===== src/rtl/lcd_bus_responder_if.sv =====
// LCD parallel bus between an HD44780-style controller (master) and the LCD (slave).
interface lcd_bus_responder_if;
  logic       LCD_EN;
  logic       LCD_RW;
  logic       LCD_RS;
  logic [7:0] LCD_DATA_IN;
  logic [7:0] lcd_data_out;
  logic       lcd_data_oe;

  modport master (
    output LCD_EN, LCD_RW, LCD_RS, LCD_DATA_IN,
    input  lcd_data_out, lcd_data_oe
  );

  modport slave (
    input  LCD_EN, LCD_RW, LCD_RS, LCD_DATA_IN,
    output lcd_data_out, lcd_data_oe
  );
endinterface


===== src/rtl/lcd_bus_responder.sv =====
// Cycle-accurate HD44780-style LCD responder: decodes bus writes, holds a 2x16
// character buffer, answers status/data reads and models busy timing.
module lcd_bus_responder #(
  parameter int BUSY_CYCLES  = 2000,
  parameter int CLEAR_CYCLES = 76500
) (
  input  logic                clk,
  input  logic                rst,
  lcd_bus_responder_if.slave  bus,
  input  logic [4:0]          rd_addr,
  output logic [7:0]          rd_char,
  output logic                busy,
  output logic [6:0]          addr_counter,
  output logic                display_on,
  output logic [1:0]          func_8bit_2line,
  output logic                violation
);

  localparam logic [16:0] BUSY_T  = 17'(BUSY_CYCLES);
  localparam logic [16:0] CLEAR_T = 17'(CLEAR_CYCLES);

  typedef enum logic [1:0] {S_IDLE, S_FILL, S_EXEC} state_t;

  state_t      state;
  logic [16:0] timer;
  logic [4:0]  fill_idx;
  logic        from_rst;
  logic [6:0]  ac;
  logic        id;
  logic [7:0]  mem [32];

  logic       en_q, rw_q, rs_q;
  logic [7:0] data_q;
  logic       wr_strobe, rd_fall, rd_active;
  logic       mem_we;
  logic [4:0] mem_waddr;
  logic [7:0] mem_wdata;
  logic [7:0] ac_byte;

  // Only the visible 2x16 window is stored: 0x00-0x0F and 0x40-0x4F share ac[5:4]==0.
  function automatic logic ac_mapped(input logic [6:0] a);
    return (a[5:4] == 2'b00);
  endfunction

  function automatic logic [6:0] ac_step(input logic [6:0] a, input logic inc);
    if (inc) begin
      if (a == 7'h27)      return 7'h40;
      else if (a == 7'h67) return 7'h00;
      else if ((a < 7'h27) || ((a >= 7'h40) && (a < 7'h67))) return a + 7'd1;
      else                 return 7'h00;
    end else begin
      if (a == 7'h40)      return 7'h27;
      else if (a == 7'h00) return 7'h67;
      else                 return a - 7'd1;
    end
  endfunction

  assign wr_strobe = en_q & ~bus.LCD_EN & ~rw_q;
  assign rd_fall   = en_q & ~bus.LCD_EN & rw_q & rs_q;
  assign rd_active = bus.LCD_EN & bus.LCD_RW;
  assign ac_byte   = ac_mapped(ac) ? mem[{ac[6], ac[3:0]}] : 8'h20;
  assign addr_counter = ac;

  // Bus sample stage
  always_ff @(posedge clk) begin
    data_q <= bus.LCD_DATA_IN;
    if (rst) begin
      en_q <= 1'b0;
      rw_q <= 1'b0;
      rs_q <= 1'b0;
    end else begin
      en_q <= bus.LCD_EN;
      rw_q <= bus.LCD_RW;
      rs_q <= bus.LCD_RS;
    end
  end

  always_comb begin
    mem_we    = 1'b0;
    mem_waddr = fill_idx;
    mem_wdata = 8'h20;
    if (state == S_FILL) begin
      mem_we = 1'b1;
    end else if ((state == S_IDLE) && wr_strobe && rs_q && ac_mapped(ac)) begin
      mem_we    = 1'b1;
      mem_waddr = {ac[6], ac[3:0]};
      mem_wdata = data_q;
    end
  end

  always_ff @(posedge clk) begin
    if (mem_we) mem[mem_waddr] <= mem_wdata;
  end

  // Command execute / busy stage
  always_ff @(posedge clk) begin
    if (rst) begin
      state           <= S_FILL;
      busy            <= 1'b1;
      fill_idx        <= 5'd0;
      from_rst        <= 1'b1;
      timer           <= 17'd0;
      ac              <= 7'h00;
      id              <= 1'b1;
      display_on      <= 1'b0;
      func_8bit_2line <= 2'b00;
      violation       <= 1'b0;
    end else begin
      if (rd_fall) ac <= ac_step(ac, id);
      if (wr_strobe && busy) violation <= 1'b1;
      case (state)
        S_IDLE: begin
          if (wr_strobe) begin
            busy  <= 1'b1;
            state <= S_EXEC;
            timer <= BUSY_T;
            if (rs_q) begin
              ac <= ac_step(ac, id);
            end else begin
              casez (data_q)
                8'b1???????: ac <= data_q[6:0];
                8'b001?????: func_8bit_2line <= data_q[4:3];
                8'b00001???: display_on <= data_q[2];
                8'b000001??: id <= data_q[1];
                8'b0000001?: begin
                  ac    <= 7'h00;
                  timer <= CLEAR_T;
                end
                8'b00000001: begin
                  state    <= S_FILL;
                  fill_idx <= 5'd0;
                  from_rst <= 1'b0;
                end
                default: ;
              endcase
            end
          end
        end
        S_FILL: begin
          fill_idx <= fill_idx + 5'd1;
          if (fill_idx == 5'd31) begin
            ac <= 7'h00;
            id <= 1'b1;
            // The power-on fill skips the long clear wait.
            if (from_rst) begin
              state <= S_IDLE;
              busy  <= 1'b0;
            end else begin
              state <= S_EXEC;
              timer <= CLEAR_T;
            end
          end
        end
        S_EXEC: begin
          if (timer <= 17'd1) begin
            state <= S_IDLE;
            busy  <= 1'b0;
          end else begin
            timer <= timer - 17'd1;
          end
        end
        default: begin
          state    <= S_FILL;
          busy     <= 1'b1;
          fill_idx <= 5'd0;
        end
      endcase
    end
  end

  // Read-back output stage
  always_ff @(posedge clk) begin
    if (rst) begin
      bus.lcd_data_out <= 8'h00;
      bus.lcd_data_oe  <= 1'b0;
      rd_char          <= 8'h00;
    end else begin
      bus.lcd_data_oe <= rd_active;
      if (!rd_active)      bus.lcd_data_out <= 8'h00;
      else if (bus.LCD_RS) bus.lcd_data_out <= ac_byte;
      else                 bus.lcd_data_out <= {busy, ac};
      rd_char <= mem[rd_addr];
    end
  end

endmodule


===== src/flat_wrapper.sv =====
// flat-port wrapper written by rule: the top's interface ports become plain ports
module lcd_bus_responder_flat 
#(
  parameter int BUSY_CYCLES  = 2000,
  parameter int CLEAR_CYCLES = 76500
)
  (clk, rst, rd_addr, rd_char, busy, addr_counter, display_on, func_8bit_2line, violation, bus_LCD_EN, bus_LCD_RW, bus_LCD_RS, bus_LCD_DATA_IN, bus_lcd_data_out, bus_lcd_data_oe);
  lcd_bus_responder_if bus_i ();
  input  logic clk;
  input  logic rst;
  input  logic [4:0] rd_addr;
  output logic [7:0] rd_char;
  output logic busy;
  output logic [6:0] addr_counter;
  output logic display_on;
  output logic [1:0] func_8bit_2line;
  output logic violation;
  input wire logic [$bits(bus_i.LCD_EN)-1:0] bus_LCD_EN;
  input wire logic [$bits(bus_i.LCD_RW)-1:0] bus_LCD_RW;
  input wire logic [$bits(bus_i.LCD_RS)-1:0] bus_LCD_RS;
  input wire logic [$bits(bus_i.LCD_DATA_IN)-1:0] bus_LCD_DATA_IN;
  output wire logic [$bits(bus_i.lcd_data_out)-1:0] bus_lcd_data_out;
  output wire logic [$bits(bus_i.lcd_data_oe)-1:0] bus_lcd_data_oe;
  assign bus_i.LCD_EN = bus_LCD_EN;
  assign bus_i.LCD_RW = bus_LCD_RW;
  assign bus_i.LCD_RS = bus_LCD_RS;
  assign bus_i.LCD_DATA_IN = bus_LCD_DATA_IN;
  assign bus_lcd_data_out = bus_i.lcd_data_out;
  assign bus_lcd_data_oe = bus_i.lcd_data_oe;
  lcd_bus_responder #(.BUSY_CYCLES(BUSY_CYCLES), .CLEAR_CYCLES(CLEAR_CYCLES)) u_core (.clk(clk), .rst(rst), .bus(bus_i), .rd_addr(rd_addr), .rd_char(rd_char), .busy(busy), .addr_counter(addr_counter), .display_on(display_on), .func_8bit_2line(func_8bit_2line), .violation(violation));
endmodule

===== config.mk =====
export PLATFORM = sky130hd
export DESIGN_NAME = lcd_bus_responder_flat
export DESIGN_NICKNAME = d
export VERILOG_FILES = /design/src/rtl/lcd_bus_responder_if.sv /design/src/rtl/lcd_bus_responder.sv /design/src/flat_wrapper.sv
export SDC_FILE = /design/constraint.sdc
export NUM_CORES = 1
export LEC_CHECK = 0
export CAP_MARGIN = 20
export CORE_UTILIZATION = 45
export DETAILED_ROUTE_END_ITERATION = 8
export PLACE_DENSITY = 0.65
export SYNTH_ARGS = -nofsm -noshare
export SYNTH_HDL_FRONTEND = slang
export SYNTH_SLANG_ARGS = --single-unit

===== constraint.sdc =====
create_clock -name clk -period 3.54 [get_ports clk]
set_clock_uncertainty 0.15 [all_clocks]
set_input_delay 0.708 -clock clk [delete_from_list [all_inputs] [get_ports clk]]
set_output_delay 0.708 -clock clk [all_outputs]
set_load 0.02 [all_outputs]

# [After elaboration in Yosys (flattened, before gate mapping)]
# Memories as Yosys holds them, arrays and structs flattened. A register that Yosys moved wholly into a read port is not among the register bits.
# Cells that the tools add are included.
[classes] n_reduce_logical=20 n_bitwise=10 add_sub_neg=4 n_eq_ne=20 muxes=51 n_lt_le_gt_ge=4
[ops] op="17-bit 2-to-1 mux" count=6
[ops] op="7-bit 2-to-1 mux" count=10
[ops] op="17-bit case mux with 3 select lines" count=1
[ops] op="8-bit 2-to-1 mux" count=4
[ops] op="5-bit 2-to-1 mux" count=6
[ops] op="7-bit case mux with 2 select lines" count=2
[ops] op="4-bit AND reduction" count=5
[ops] op="17-bit by 1-bit less-or-equal comparator with 1-bit output, second input constant" count=1
[ops] op="17-bit by 1-bit subtractor with 17-bit output, second input constant" count=1
[ops] op="5-bit case mux with 3 select lines" count=1
[ops] op="7-bit == test, second input constant" count=2
[ops] op="1-bit 2-to-1 mux" count=12
[ops] op="2-bit 2-to-1 mux" count=6
[ops] op="2-bit != test, second input constant" count=6
[ops] op="5-bit AND reduction" count=2
[ops] op="8-bit by 1-bit == test with 1-bit output, second input constant" count=1
[ops] op="7-bit by 1-bit adder with 7-bit output, second input constant" count=1
[ops] op="7-bit by 1-bit == test with 1-bit output, second input constant" count=1
[ops] op="7-bit by 6-bit == test with 1-bit output, second input constant" count=1
[ops] op="7-bit >= comparator, second input constant" count=1
[ops] op="7-bit zero test" count=1
[ops] op="7-bit by 6-bit < comparator with 1-bit output, second input constant" count=1
[ops] op="7-bit < comparator, second input constant" count=1
[ops] op="7-bit by 1-bit subtractor with 7-bit output, second input constant" count=1
[ops] op="20 further kinds" count=35
[totals] register_bits=58 inputBits=18 mem_bits_rw=256 memories=1 output_inout_bits=29
[memory_table] name="u_core.mem" words=32 width=8 read_ports=2 rd_clocked_by_memory_dff=2 write_ports=1 line="lcd_bus_responder.sv:30" rtl="logic [7:0] mem [32];"

# [Depth between registers and ports, before layout]
# Gate-level depths: netlist of the first run.
[logic_depth] ltp_word=13 ltp_mapped=11 mapped_depth_nobuf=8

# [Least setup slack after synthesis of the first run]
# No wires, ideal clock.
[synth_timing] path_kind="input to register" from="input port bus_LCD_EN" to="memory u_core.mem[10][0] (enable)" path_buffers=2 arrival_ps=2748 path_stages=6 required_time_ps=3007 setup_slack_ps=259 path_cell_list="nor4bb_1 and4_1 buf_1 clkbuf_1 a31oi_1 nor3_1"
[synth_between] elab_chain_cells=10
[synth_lines] item="start: declaration" line="flat_wrapper.sv:18" rtl="input wire logic [$bits(bus_i.LCD_EN)-1:0] bus_LCD_EN;"
[synth_lines] item="1-bit inverter *" line="lcd_bus_responder.sv:58" rtl="assign wr_strobe = en_q & ~bus.LCD_EN & ~rw_q;"
[synth_lines] item="1-bit bitwise AND * (2 in a row)" line="lcd_bus_responder.sv:58"
[synth_lines] item="1-bit logical AND * (3 in a row)" line="lcd_bus_responder.sv:84" rtl="end else if ((state == S_IDLE) && wr_strobe && rs_q && ac_mapped(ac)) begin"
[synth_lines] item="1-bit 2-to-1 mux" line="lcd_bus_responder.sv:84"
[synth_lines] item="1-bit 2-to-1 mux" line="lcd_bus_responder.sv:82" rtl="if (state == S_FILL) begin"
[synth_lines] item="1-bit 2-to-1 mux" line="lcd_bus_responder.sv:92" rtl="if (mem_we) mem[mem_waddr] <= mem_wdata;"
[synth_lines] item="1-bit 2-to-1 mux (implied by the code)" line="lcd_bus_responder.sv:92"
[synth_lines] item="end: declaration" line="lcd_bus_responder.sv:30"
# Mark *: on every way between the ends. The rest lies on a longest branch, timed or not.

# [Worst setup path in the final report of the first run]
[layout_timing] from="register u_core.state[0]" to="memory u_core.mem[11][3] (enable)"
[layout_between] elab_chain_cells=8
[layout_lines] item="start: declaration" line="lcd_bus_responder.sv:24" rtl="state_t state;"
[layout_lines] item="start signal: assignment" line="lcd_bus_responder.sv:98" rtl="state <= S_FILL;"
[layout_lines] item="start signal: assignment" line="lcd_bus_responder.sv:115" rtl="state <= S_EXEC;"
[layout_lines] item="start signal: assignment" line="lcd_bus_responder.sv:130" rtl="state <= S_FILL;"
[layout_lines] item="2-bit zero test" line="lcd_bus_responder.sv:84"
[layout_lines] item="1-bit logical AND (3 in a row)" line="lcd_bus_responder.sv:84"
[layout_lines] item="1-bit 2-to-1 mux" line="lcd_bus_responder.sv:84"
[layout_lines] item="1-bit 2-to-1 mux" line="lcd_bus_responder.sv:82"
[layout_lines] item="1-bit 2-to-1 mux" line="lcd_bus_responder.sv:92"
[layout_lines] item="1-bit 2-to-1 mux (implied by the code)" line="lcd_bus_responder.sv:92"
# Parallel ways exist; a longest one is shown, timed or not.

==> qor.log, run 1 <==
qor: pwr.power_frac_seq 49.8%
qor: pwr.cell_internal_pwr 0.00642 W
qor: pwr.pwr-share-comb 5.4%
qor: grt.global_route_overflow 0
qor: clock_tree.cts_tree built
qor: grt.antenna_found_initial 2
qor: floorplan.num_io_pins 47
qor: cells_and_area.fillers 2713
qor: cells_and_area.syn_to_final_growth 16.9%
qor: cells_and_area.finish.net_count 1151
qor: floorplan.fp.dieH 188 um
qor: cells_and_area.layout-drive-gt1-share 27.6%
qor: pwr.power.switching 0.00186 W
qor: floorplan.die_width 188 um
qor: clock_tree.hold_buffers 0
qor: critical_path.r2r_cells 8
qor: floorplan.die_area 35400 um2
qor: worst_hold_path.hold_path.class register to register
qor: synth.synth_top_area_cell edfxtp_1
qor: sta.drv_slew 0
qor: pwr.power.ir.vdd_worst 338 uV
qor: status.status finished, final reports clean
qor: sta.worst-slew-pin-transition 0.905 ns
qor: pwr.power-per-cell-area 455 nW/um2
qor: synth.synth_flop_cell edfxtp_1
qor: critical_path.timing.critical_path.required 3.62 ns
qor: drt.drc_errors 0
qor: synth.synth-seq-cells 322
qor: cells_and_area.final_design_area_no_fill 18200 um2
qor: drt.detailedRoute.firstPassIterationCount 5
qor: pwr.design_power_total 0.00828 W
qor: clock_tree.cts_htree_levels 2
qor: critical_path.critical_path_peak_fanout 16
qor: drt.dr_total_vias 10408
qor: sta.timing.max_slew.rel_slack 39.6%
qor: cells_and_area.seqCellArea 9010 um2
qor: grt.grt_use_met1 34.5%
qor: sta.timing.fmax 304 MHz
qor: synth.synthesis.instances 1027
qor: pwr.pwr-share-clk 44.8%
qor: drt.routedWlPerCell 26.9 um
qor: grt.global_route.peak_usage_layer met2
qor: run.maxCapViolCount 0
qor: sta.report.final.setup_viol 0
qor: grt.grtUsageTotal 24.6%
qor: drt.routed_wl 43000 um
qor: synth.synth_area_leaders edfxtp_1, mux4_2, dfxtp_1
qor: cells_and_area.finalCoreUtilization 53.9%
qor: critical_path.cp_data_arrival_time 3.37 ns
qor: pwr.p_leak 5.90 nW
qor: synth.synthesis.area_per_instance 15.2 um2
qor: critical_path.r2r_end u_core.mem[11][3]
qor: clock_tree.cts_buffer_count 36
qor: grt.largest_net_degree_at_the_start_of_global_routing 65
qor: floorplan.start_util 46.1%
qor: critical_path.worst_setup_ep_type register
qor: synth.synth_sequential_area_ratio 57.8%
qor: place.dp_hpwl 29400 um
qor: synth.synth_edf_count 256
qor: pwr.power.share.switching 22.4%
qor: synth.netlist.area_leader.share 49.4%
qor: worst_hold_path.min_path_cells 2
qor: floorplan.core 33800 um2
qor: drt.antenna_violating_nets_post_route 0
qor: sta.grt_setup_unrepaired no
qor: worst_hold_path.origin_of_the_worst_min_delay_path u_core.timer[9]
qor: drt.vias_per_cell 6.51
qor: clock_tree.clock_path_buffers 3
qor: synth.synth_area 15600 um2
qor: clock_tree.clkSlewWorstSetupHoldPaths 0.06 ns
qor: sta.min_period_over_period 92.8%
qor: grt.globalRouteMet3Util 5.33%
qor: critical_path.regToRegSetupSlack 0.25 ns
qor: sta.final.min_clock_period 3.29 ns
qor: cells_and_area.multi_input_comb_area 6210 um2
qor: grt.wire_length_of_the_first_global_routing_pass 64700 um
qor: grt.grt_pass1_vias 10001
qor: critical_path.worst-setup-path-type register to register
qor: synth.synthDistinctLibCells 73
qor: sta.totalNegativeSetupSlack 0 ns
qor: place.dpl-instance-area 17000 um2
qor: floorplan.row_count 67
qor: grt.use_met2 38.5%
qor: worst_hold_path.worst_hold_path.endpoint u_core.timer[9]
qor: sta.hold_viol_final 0
qor: clock_tree.ctsResizeCount 0
qor: critical_path.critical_path.reg2reg.startpoint u_core.state[0]
qor: clock_tree.cts_num_sinks 322
qor: clock_tree.postCtsSetupRepairBufs 0
qor: synth.yosys_warnings 0
qor: synth.post_synth_most_frequent_cells edfxtp_1, mux4_2, dfxtp_1, nor3_1, nand2_1
qor: critical_path.cp-start-kind register
qor: sta.final.hold.worst_slack 0.331 ns
qor: synth.mappedNetlistNets 1056
qor: clock_tree.cts_root_buffer clkbuf_16
qor: place.place.port_buffers 46
qor: clock_tree.worst_skew_pair.late_latency 0.53 ns
qor: drt.drt_iter0_markers 1334
qor: synth.yosys.cell_count.top_type edfxtp_1
qor: place.gp_routability_congestion 0.954
qor: synth.postSynth.asyncResetShare 0%
[worst max-delay path by stage]
stage | from | endpoint | slack, ns | cells past startpoint
2_1_floorplan | bus_LCD_EN | u_core.mem[10][0] | 0.26 | 6
3_3_place_gp | bus_LCD_EN | u_core.mem[4][6] | -0.06 | 5
3_5_place_dp | bus_LCD_EN | u_core.mem[30][6] | -0.12 | 8
4_1_cts | u_core.state[0] | u_core.mem[11][6] | 0.29 | 8
5_1_grt | u_core.state[0] | u_core.mem[20][0] | 0.00006 | 10
6_report | u_core.state[0] | u_core.mem[11][3] | 0.25 | 8
[cells by family (layout without fill, tap and decap cells)]
group	after synthesis	in the layout	share of synthesized area, %
AOI/OAI and AO/OA	180	180	7.82
xor gates and xnor gates	4	4	0.225
adders and majority gates	11	11	0.884
buffers and inverters	93	216	2.33
DFF	322	322	57.8
muxes	171	171	22.5
other	0	1	0
and+or+nand+nor	246	246	8.36
[metrics by stage]
stage | cells | worst slack (ns)
floorplan | 1027 | 0.259
global placement | 1531 | -0.0569
detailed placement | 1532 | -0.118
CTS | 1598 | 0.289
global route | 1598 | 0.0000624
finish | 1599 | 0.253
[flip-flops by register name (all words and copies together) (netlist names), 5 cells and up]
register,count
u_core.addr_counter,7
u_core.bus.lcd_data_out,8
u_core.data_q,8
u_core.fill_idx,5
u_core.mem,256
u_core.rd_char,8
u_core.timer,17
[routing by layer]
layer	wire (um)	part of all wire, %	vias up
met5	0	0	-
met4	1270	3.0	0
met3	4320	10	77
met2	20100	47	625
met1	17300	40	5271
li1	-	-	4435
[worst max-delay path, cell delays in order, from the launching register on]
cell,delay [ns]
dfxtp_1,0.34
inv_1,0.12
ha_1,0.29
nor4bb_1,0.36
and4_1,0.44
buf_4,0.23
mux2_2,0.51
nor3_1,0.30
buf_4,0.23
[power groups by stage]
stage	clock, W	combinational [W]	sequential [W]
2_1_floorplan	0	0.000261	0.00419
3_3_place_gp	0	0.000439	0.00420
3_5_place_dp	0	0.000443	0.00420
4_1_cts	0.00375	0.000446	0.00412
5_1_grt	0.00390	0.000472	0.00412
6_report	0.00371	0.000450	0.00412
[area by class of cell]
| cell class | instances | area share [%] |
|---|---|---|
| antenna | 1 | 0.0137 |
| clock buffer | 43 | 5.15 |
| clock inverter | 23 | 1.34 |
| inverter | 19 | 0.392 |
| multi-input combinational | 612 | 34.1 |
| sequential | 322 | 49.5 |
| tap | 448 | 3.08 |
| timing repair buffer | 131 | 6.41 |
[cells in the final DEF, fill, tap and decap left out, types with 6 or more instances in the layout]
master / instances
a211oi_1: 8
a21oi_1: 44
a22o_1: 8
a31oi_1: 15
and2_1: 10
and3_1: 6
buf_12: 6
buf_4: 80
clkbuf_1: 6
clkbuf_16: 36
clkdlybuf4s50_1: 44
clkinv_1: 6
clkinvlp_4: 7
dfxtp_1: 63
edfxtp_1: 256
ha_1: 11
inv_1: 17
mux2_2: 9
mux2i_1: 19
mux4_2: 143
nand2_1: 53
nand3_1: 16
nand4_1: 8
nor2_1: 40
nor2b_1: 8
nor3_1: 56
nor4_1: 7
o21ai_0: 35
o22ai_1: 10
or3_1: 7
or4_1: 6
No activity file was read; power rests on OpenSTA's default activity.
==> run 2, diff against run 1 <==
--- a/config.mk
+++ b/config.mk
@@ -8,7 +8,8 @@
 export CAP_MARGIN = 20
 export CORE_UTILIZATION = 45
 export DETAILED_ROUTE_END_ITERATION = 8
-export PLACE_DENSITY = 0.65
+export HOLD_SLACK_MARGIN = 0.15
+export PLACE_DENSITY = 0.68
 export SYNTH_ARGS = -nofsm -noshare
 export SYNTH_HDL_FRONTEND = slang
 export SYNTH_SLANG_ARGS = --single-unit
==> constraint.sdc (replaced) <==
create_clock -name clk -period 2.8 [get_ports clk]
set_clock_uncertainty 0.15 [all_clocks]
set_input_delay 0.56 -clock clk [delete_from_list [all_inputs] [get_ports clk]]
set_output_delay 0.56 -clock clk [all_outputs]
set_load 0.02 [all_outputs]
==> run 2 against run 1 <==
  * Worst hold slack worse by 0.0026 ns
  * Via count up 2.8%
  * Largest cell class unchanged
  * Sequential power grew 26%
  * Non-clock buffer count up 61
  * Cell area is 8.1% higher
==> qor.log, run 2 (synthesized netlist as in run 1, its figures left out) <==
qor: status.status finished, final reports clean
qor: critical_path.timing.critical_path.buf_inv 3 [unchanged]
qor: floorplan.start_util 46.1% [unchanged]
qor: critical_path.cp_slowest_stage_delay 0.47 ns [-0.04 ns]
qor: drt.route.layer.met1.wl 18300 um [+5.9%]
qor: drt.detailedRoute.firstPassIterationCount 7 [+2]
qor: critical_path.slowest_stage clkdlybuf4s50_1
qor: floorplan.die_area 35400 um2 [unchanged]
qor: sta.worst-slew-pin-transition 0.706 ns [-0.199 ns]
qor: cells_and_area.max_flop_register u_core.mem
qor: place.dpl-instance-area 18400 um2 [+8.1%]
qor: critical_path.cp_common_cell buf_4
qor: sta.hold_viol_final 0 [unchanged]
qor: cells_and_area.syn_to_final_growth 26.4%
qor: critical_path.worst-setup-path-type primary input to register
qor: run.maxCapViolCount 0 [unchanged]
qor: clock_tree.cts_buffer_count 36 [unchanged]
qor: critical_path.crit_path_cell_trace clkdlybuf4s50_1, nor4bb_4, and4_4, nand2_1, o22a_2, buf_4, nor3_4, buf_4
qor: drt.drt_iter0_markers 1286 [-3.6%]
qor: place.numPlacedInstances 1588 [+3.7%]
qor: critical_path.regToRegSetupSlack 0.12 ns [-0.13 ns]
qor: worst_hold_path.hold_path.class register to register
qor: clock_tree.cts_root_buffer clkbuf_16
qor: critical_path.cp_delay_by_family_top simple AND/OR/NAND/NOR gates
qor: place.dp_hpwl 31900 um [+8.3%]
qor: floorplan.num_io_pins 47 [unchanged]
qor: pwr.power-per-cell-area 535 nW/um2 [+18%]
qor: sta.final.min_clock_period 2.70 ns
qor: sta.setup_ws 0.104 ns [-0.150 ns]
qor: cells_and_area.layout-drive-gt1-share 34.7% [+7.2 points]
qor: floorplan.die_width 188 um [unchanged]
qor: grt.global_route_overflow 0 [unchanged]
qor: cells_and_area.largest_register_ff_count 256 [unchanged]
qor: sta.timing.fmax 371 MHz
qor: sta.totalNegativeSetupSlack 0 ns [unchanged]
qor: drt.drc_errors 0 [unchanged]
qor: critical_path.cp-start-kind primary input
qor: drt.vias_per_cell 6.46 [-0.79%]
qor: cells_and_area.layout.cells.most_common edfxtp_1
qor: cells_and_area.layout_top_registers u_core.mem: 256 flops, u_core.timer: 17 flops
qor: drt.routed_wl 45100 um [+5.1%]
qor: pwr.p_leak 6.56 nW [+11%]
qor: floorplan.fp.dieH 188 um [unchanged]
qor: drt.dr_total_vias 10700 [+2.8%]
qor: critical_path.worst_setup_ep_type register
qor: clock_tree.clkSlewWorstSetupHoldPaths 0.06 ns [about the same]
qor: critical_path.critical_path_peak_fanout 8 [-8]
qor: grt.grt_pass1_vias 10375 [+3.7%]
qor: floorplan.core 33800 um2 [unchanged]
qor: sta.final.hold.worst_slack 0.328 ns [-0.00256 ns]
qor: drt.antenna_violating_nets_post_route 0 [unchanged]
qor: sta.grt_setup_unrepaired no
qor: critical_path.timing.critical_path.required 2.87 ns [-0.75 ns]
qor: place.dp_slack -0.567 ns [-0.449 ns]
qor: clock_tree.worst_skew_pair.late_latency 0.51 ns [-0.02 ns]
qor: cells_and_area.antenna-diode-count 0 [-1]
qor: critical_path.cp_data_arrival_time 2.76 ns [-0.61 ns]
qor: sta.timing.max_slew.rel_slack 52.8% [+13 points]
qor: sta.min_period_over_period 96.3%
qor: grt.largest_net_degree_at_the_start_of_global_routing 35 [-46%]
qor: cells_and_area.finish.net_count 1212 [+5.3%]
qor: grt.antenna_found_initial 0 [-2]
qor: drt.dr_wl_met2 20800 um [+3.5%]
qor: clock_tree.hold_buffers 0 [unchanged]
qor: floorplan.row_count 67 [unchanged]
qor: clock_tree.cts_htree_levels 2 [unchanged]
qor: cells_and_area.layout_common_cells edfxtp_1, mux4_2, buf_4
qor: cells_and_area.final_design_area_no_fill 19700 um2 [+8.1%]
qor: pwr.power.ir.vdd_worst 388 uV [+15%]
qor: grt.wire_length_of_the_first_global_routing_pass 67600 um [+4.5%]
qor: clock_tree.clock_path_buffers 3 [unchanged]
qor: place.place.port_buffers 46 [unchanged]
qor: clock_tree.cts_tree built
qor: sta.drv_slew 0 [unchanged]
qor: cells_and_area.number_of_non_filler_instances_in_the_completed_layout 1657 [+3.6%]
qor: sta.report.final.setup_viol 0 [unchanged]
qor: grt.grtUsageTotal 26.0% [+1.4 points]
qor: drt.detailroute.wirelength.met3 4540 um [+5.1%]
qor: clock_tree.cts_num_sinks 322 [unchanged]
qor: drt.top_layer_used met4
qor: drt.routedWlPerCell 27.2 um [+1.4%]
qor: place.gp_routability_congestion 0.951 [-0.29%]
-- run 2: changes by cell type in the layout (fill, tap and decap cells not counted), moves of 5 or more --
cell	before	now
buf_12	6	53
buf_4	80	94
clkinv_2	2	7
clkinvlp_4	7	1
nor3_1	56	24
nor3_4	0	29
-- run 2: power breakdown --
| group | total (W) | switching [W] | internal [W] |
|---|---|---|---|
| clock network | 0.00462 | 0.00185 | 0.00278 |
| logic | 0.000706 | 0.000380 | 0.000325 |
| registers | 0.00520 | 0.0000500 | 0.00515 |
-- run 2: what timing repair did --
action	4_1_cts	5_1_grt
resized for setup	3	2
endpoints found under the setup margin	12	43
setup buffers	0	5
pin swaps	0	6
-- run 2: metal layers --
metal,vias up,GRT usage (%)
met1,5446,36.9
met5,-,0
li1,4569,-
met2,608,39.1
met4,0,8.88
met3,77,6.40
-- run 2: tightest hold or removal path, stage by stage (launching register included) --
cell	delay [ns]
dfxtp_1	0.32
nand2_1	0.06
o32ai_1	0.06
-- run 2: final timing paths --
path,from,depth (start not counted),endpoint
worst max register to register,u_core.state[1],9,u_core.mem[31][0]
worst min register to register,u_core.timer[9],2,u_core.timer[9]
worst max-delay path,bus_LCD_EN,8,u_core.mem[31][0]
worst min-delay path,u_core.timer[9],2,u_core.timer[9]
-- run 2: through the flow --
stage	util, %	total power [W]
finish	58.3	0.0105
global route	58.3	0.0108
CTS	57.9	0.0106
detailed placement	54.5	0.00599
global placement	54.5	0.00598
floorplan	-	0.00567
-- run 2: layout make-up --
cell class / count / area, um2
Inverter: 19 / 72.6
Fill cell: 2518 / 14100
Multi-Input combinational cell: 612 / 6670
Sequential cell: 322 / 9020
Tap cell: 448 / 561
Clock inverter: 15 / 146
Timing Repair Buffer: 192 / 2210
Clock buffer: 49 / 1000
==> run 3, diff against run 2 <==
--- a/config.mk
+++ b/config.mk
@@ -8,6 +8,7 @@
 export CAP_MARGIN = 20
 export CORE_UTILIZATION = 45
 export DETAILED_ROUTE_END_ITERATION = 8
+export GPL_TIMING_DRIVEN = 0
 export HOLD_SLACK_MARGIN = 0.15
 export PLACE_DENSITY = 0.68
 export SYNTH_ARGS = -nofsm -noshare
==> run 3 against run 2 <==
  * Final cell count fell by 0.54%
  * Clock-buffer cell count fell by 7
  * Core utilization fell by 0.38 points
  * Critical endpoint is now u_core.bus.lcd_data_out[1]
  * Global-route usage rose by 1.9 points
  * Largest cell class unchanged
  * Die area did not move
  * First-iteration DRC count rose by 18%
==> qor.log, run 3 (synthesized netlist as in run 1, its figures left out) <==
qor: status.status finished, final reports clean
qor: drt.routedWlPerCell 29.6 um [+8.8%]
qor: cells_and_area.syn_to_final_growth 25.5%
qor: cells_and_area.multi_input_comb_area 6820 um2 [+2.2%]
qor: grt.grtUsageTotal 27.8% [+1.9 points]
qor: floorplan.num_io_pins 47 [unchanged]
qor: critical_path.cp-startpoint u_core.addr_counter[2]
qor: cells_and_area.layout_common_cells edfxtp_1, mux4_2, dfxtp_1
qor: sta.final.min_clock_period 2.75 ns [+0.0523 ns]
qor: clock_tree.cts_tree built
qor: drt.antenna_violating_nets_post_route 0 [unchanged]
qor: cells_and_area.seqCellArea 9020 um2 [about the same]
qor: floorplan.fp.dieH 188 um [unchanged]
qor: floorplan.core 33800 um2 [unchanged]
qor: place.dp_hpwl 33300 um [+4.5%]
qor: drt.vias_per_cell 6.71 [+3.9%]
qor: pwr.power.ir.vdd_worst 414 uV [+6.6%]
qor: cells_and_area.final_design_area_no_fill 19600 um2 [-0.65%]
qor: sta.report.final.setup_viol 0 [unchanged]
qor: clock_tree.cts_buffer_count 35 [-2.8%]
qor: place.dpl-instance-area 17200 um2 [-6.6%]
qor: grt.largest_net_degree_at_the_start_of_global_routing 33 [-5.7%]
qor: drt.drc_errors 0 [unchanged]
qor: cells_and_area.finish.net_count 1203 [-0.74%]
qor: grt.wire_length_of_the_first_global_routing_pass 71300 um [+5.5%]
qor: floorplan.start_util 46.1% [unchanged]
qor: pwr.design_power_total 0.0105 W [+0.13%]
qor: worst_hold_path.origin_of_the_worst_min_delay_path bus_LCD_DATA_IN[3]
qor: worst_hold_path.hold_path.class primary input to register
qor: sta.worst-slew-pin-transition 0.929 ns [+0.222 ns]
qor: critical_path.cp_data_arrival_time 3.01 ns [+0.25 ns]
qor: grt.antenna_found_initial 0 [unchanged]
qor: sta.timing.fmax 364 MHz [-1.9%]
qor: grt.grt_pass1_vias 10812 [+4.2%]
qor: clock_tree.cts_num_sinks 322 [unchanged]
qor: clock_tree.worst_skew_pair.late_latency 0.54 ns [+0.03 ns]
qor: floorplan.row_count 67 [unchanged]
qor: place.gp_routability_congestion 0.956 [+0.54%]
qor: place.place.port_buffers 41 [-11%]
qor: sta.drv_slew 0 [unchanged]
qor: pwr.power-per-cell-area 539 nW/um2 [+0.79%]
qor: critical_path.timing.critical_path.required 3.07 ns [+0.20 ns]
qor: drt.dr_total_vias 11059 [+3.4%]
qor: cells_and_area.number_of_non_filler_instances_in_the_completed_layout 1648 [-0.54%]
qor: critical_path.worst_setup_ep_type register
qor: clock_tree.clkSlewWorstSetupHoldPaths 0.06 ns [about the same]
qor: critical_path.critical_path.reg2reg.startpoint u_core.addr_counter[2]
qor: cells_and_area.layout.cells.most_common edfxtp_1
qor: pwr.p_leak 6.41 nW [-2.3%]
qor: drt.detailedRoute.firstPassIterationCount 7 [unchanged]
qor: grt.global_route_overflow 0 [unchanged]
qor: cells_and_area.largest_register_ff_count 256 [unchanged]
qor: clock_tree.cts_htree_levels 2 [unchanged]
qor: cells_and_area.layout_top_registers u_core.mem: 256 flops, u_core.timer: 17 flops
qor: critical_path.critical_path_peak_fanout 10 [+2]
qor: cells_and_area.antenna-diode-count 0 [unchanged]
qor: clock_tree.clock_path_buffers 3 [unchanged]
qor: sta.setup_ws 0.0516 ns [-0.0523 ns]
qor: critical_path.worst-setup-path-type register to register
qor: sta.timing.max_slew.rel_slack 38.1% [-15 points]
qor: place.dp_slack -1.15 ns [-0.582 ns]
qor: sta.hold_viol_final 0 [unchanged]
qor: cells_and_area.layout-drive-gt1-share 33.5% [-1.2 points]
qor: run.maxCapViolCount 0 [unchanged]
qor: cells_and_area.finalCoreUtilization 57.9% [-0.38 points]
qor: sta.min_period_over_period 98.2% [+1.9 points]
qor: floorplan.die_area 35400 um2 [unchanged]
qor: clock_tree.cts_root_buffer clkbuf_16
qor: place.numPlacedInstances 1524 [-4.0%]
qor: clock_tree.hold_buffers 0 [unchanged]
qor: critical_path.cp-start-kind register
qor: drt.drt_iter0_markers 1520 [+18%]
qor: cells_and_area.max_flop_register u_core.mem
qor: drt.routed_wl 48800 um [+8.2%]
qor: cells_and_area.fillers 2522 [+0.16%]
qor: floorplan.die_width 188 um [unchanged]
==> run 3: cell count changes in the layout (fill, tap and decap cells not counted), sizes merged <==
cell / before / now
clkinvlp: 1 / 4
clkdlybuf4s50: 44 / 40
clkinv: 13 / 16
bufinv: 3 / 4
dlygate4sd2: 0 / 1
inv: 17 / 16
clkbuf: 49 / 81
clkdlybuf4s15: 0 / 2
buf: 148 / 102
==> run 3: cell type report <==
cell class / count / area share (%)
sequential: 322 / 46.1
multi-input combinational: 612 / 34.9
timing repair buffer: 115 / 7.56
clock buffer: 42 / 4.61
tap: 448 / 2.87
buffer: 69 / 2.27
clock inverter: 21 / 1.24
inverter: 19 / 0.429
==> run 3: routing by layer <==
layer	global-route usage [%]	wire, um	share of wire [%]
met2	43.2	22600	46
met1	37.7	18300	37
met5	0	0	0
met3	5.90	5420	11
met4	12.7	2530	5.2
==> run 3: repair_timing <==
item | CTS | global route
setup endpoints to repair | 536 | 289
pin swaps | 37 | 7
resized for setup | 68 | 28
setup buffers | 52 | 14
==> run 3: worst max-delay path, cell delays in order (launching register included) <==
cell	delay (ns)
dfxtp_1	0.54
clkbuf_1	0.71
mux4_2	0.41
mux2i_1	0.41
o22ai_1	0.13
o221a_2	0.26
==> run 3: power by group <==
part | leakage, nW | internal (W) | total, W | switching [W]
Sequential | 2.92 | 0.00515 | 0.00520 | 0.0000440
Clock | 0.555 | 0.00270 | 0.00465 | 0.00195
Combinational | 2.93 | 0.000289 | 0.000700 | 0.000410
Total | 6.41 | 0.00814 | 0.0105 | 0.00240
==> run 3: worst paths after layout <==
path                            depth (start not counted)  slack, ns                         end
worst min-delay path                                    1       0.33            u_core.data_q[3]
worst min register to register                          2       0.33            u_core.timer[10]
worst max register to register                          5       0.05  u_core.bus.lcd_data_out[1]
worst max-delay path                                    5       0.05  u_core.bus.lcd_data_out[1]
==> run 3: through the flow <==
stage                     hold WS [ns]  setup TNS, ns
final                            0.326              0
after global routing             0.332       -0.00561
after detailed placement         0.319        -467.42
after CTS                        0.326              0
after floorplan                  0.291        -0.0614
after global placement           0.317        -576.20
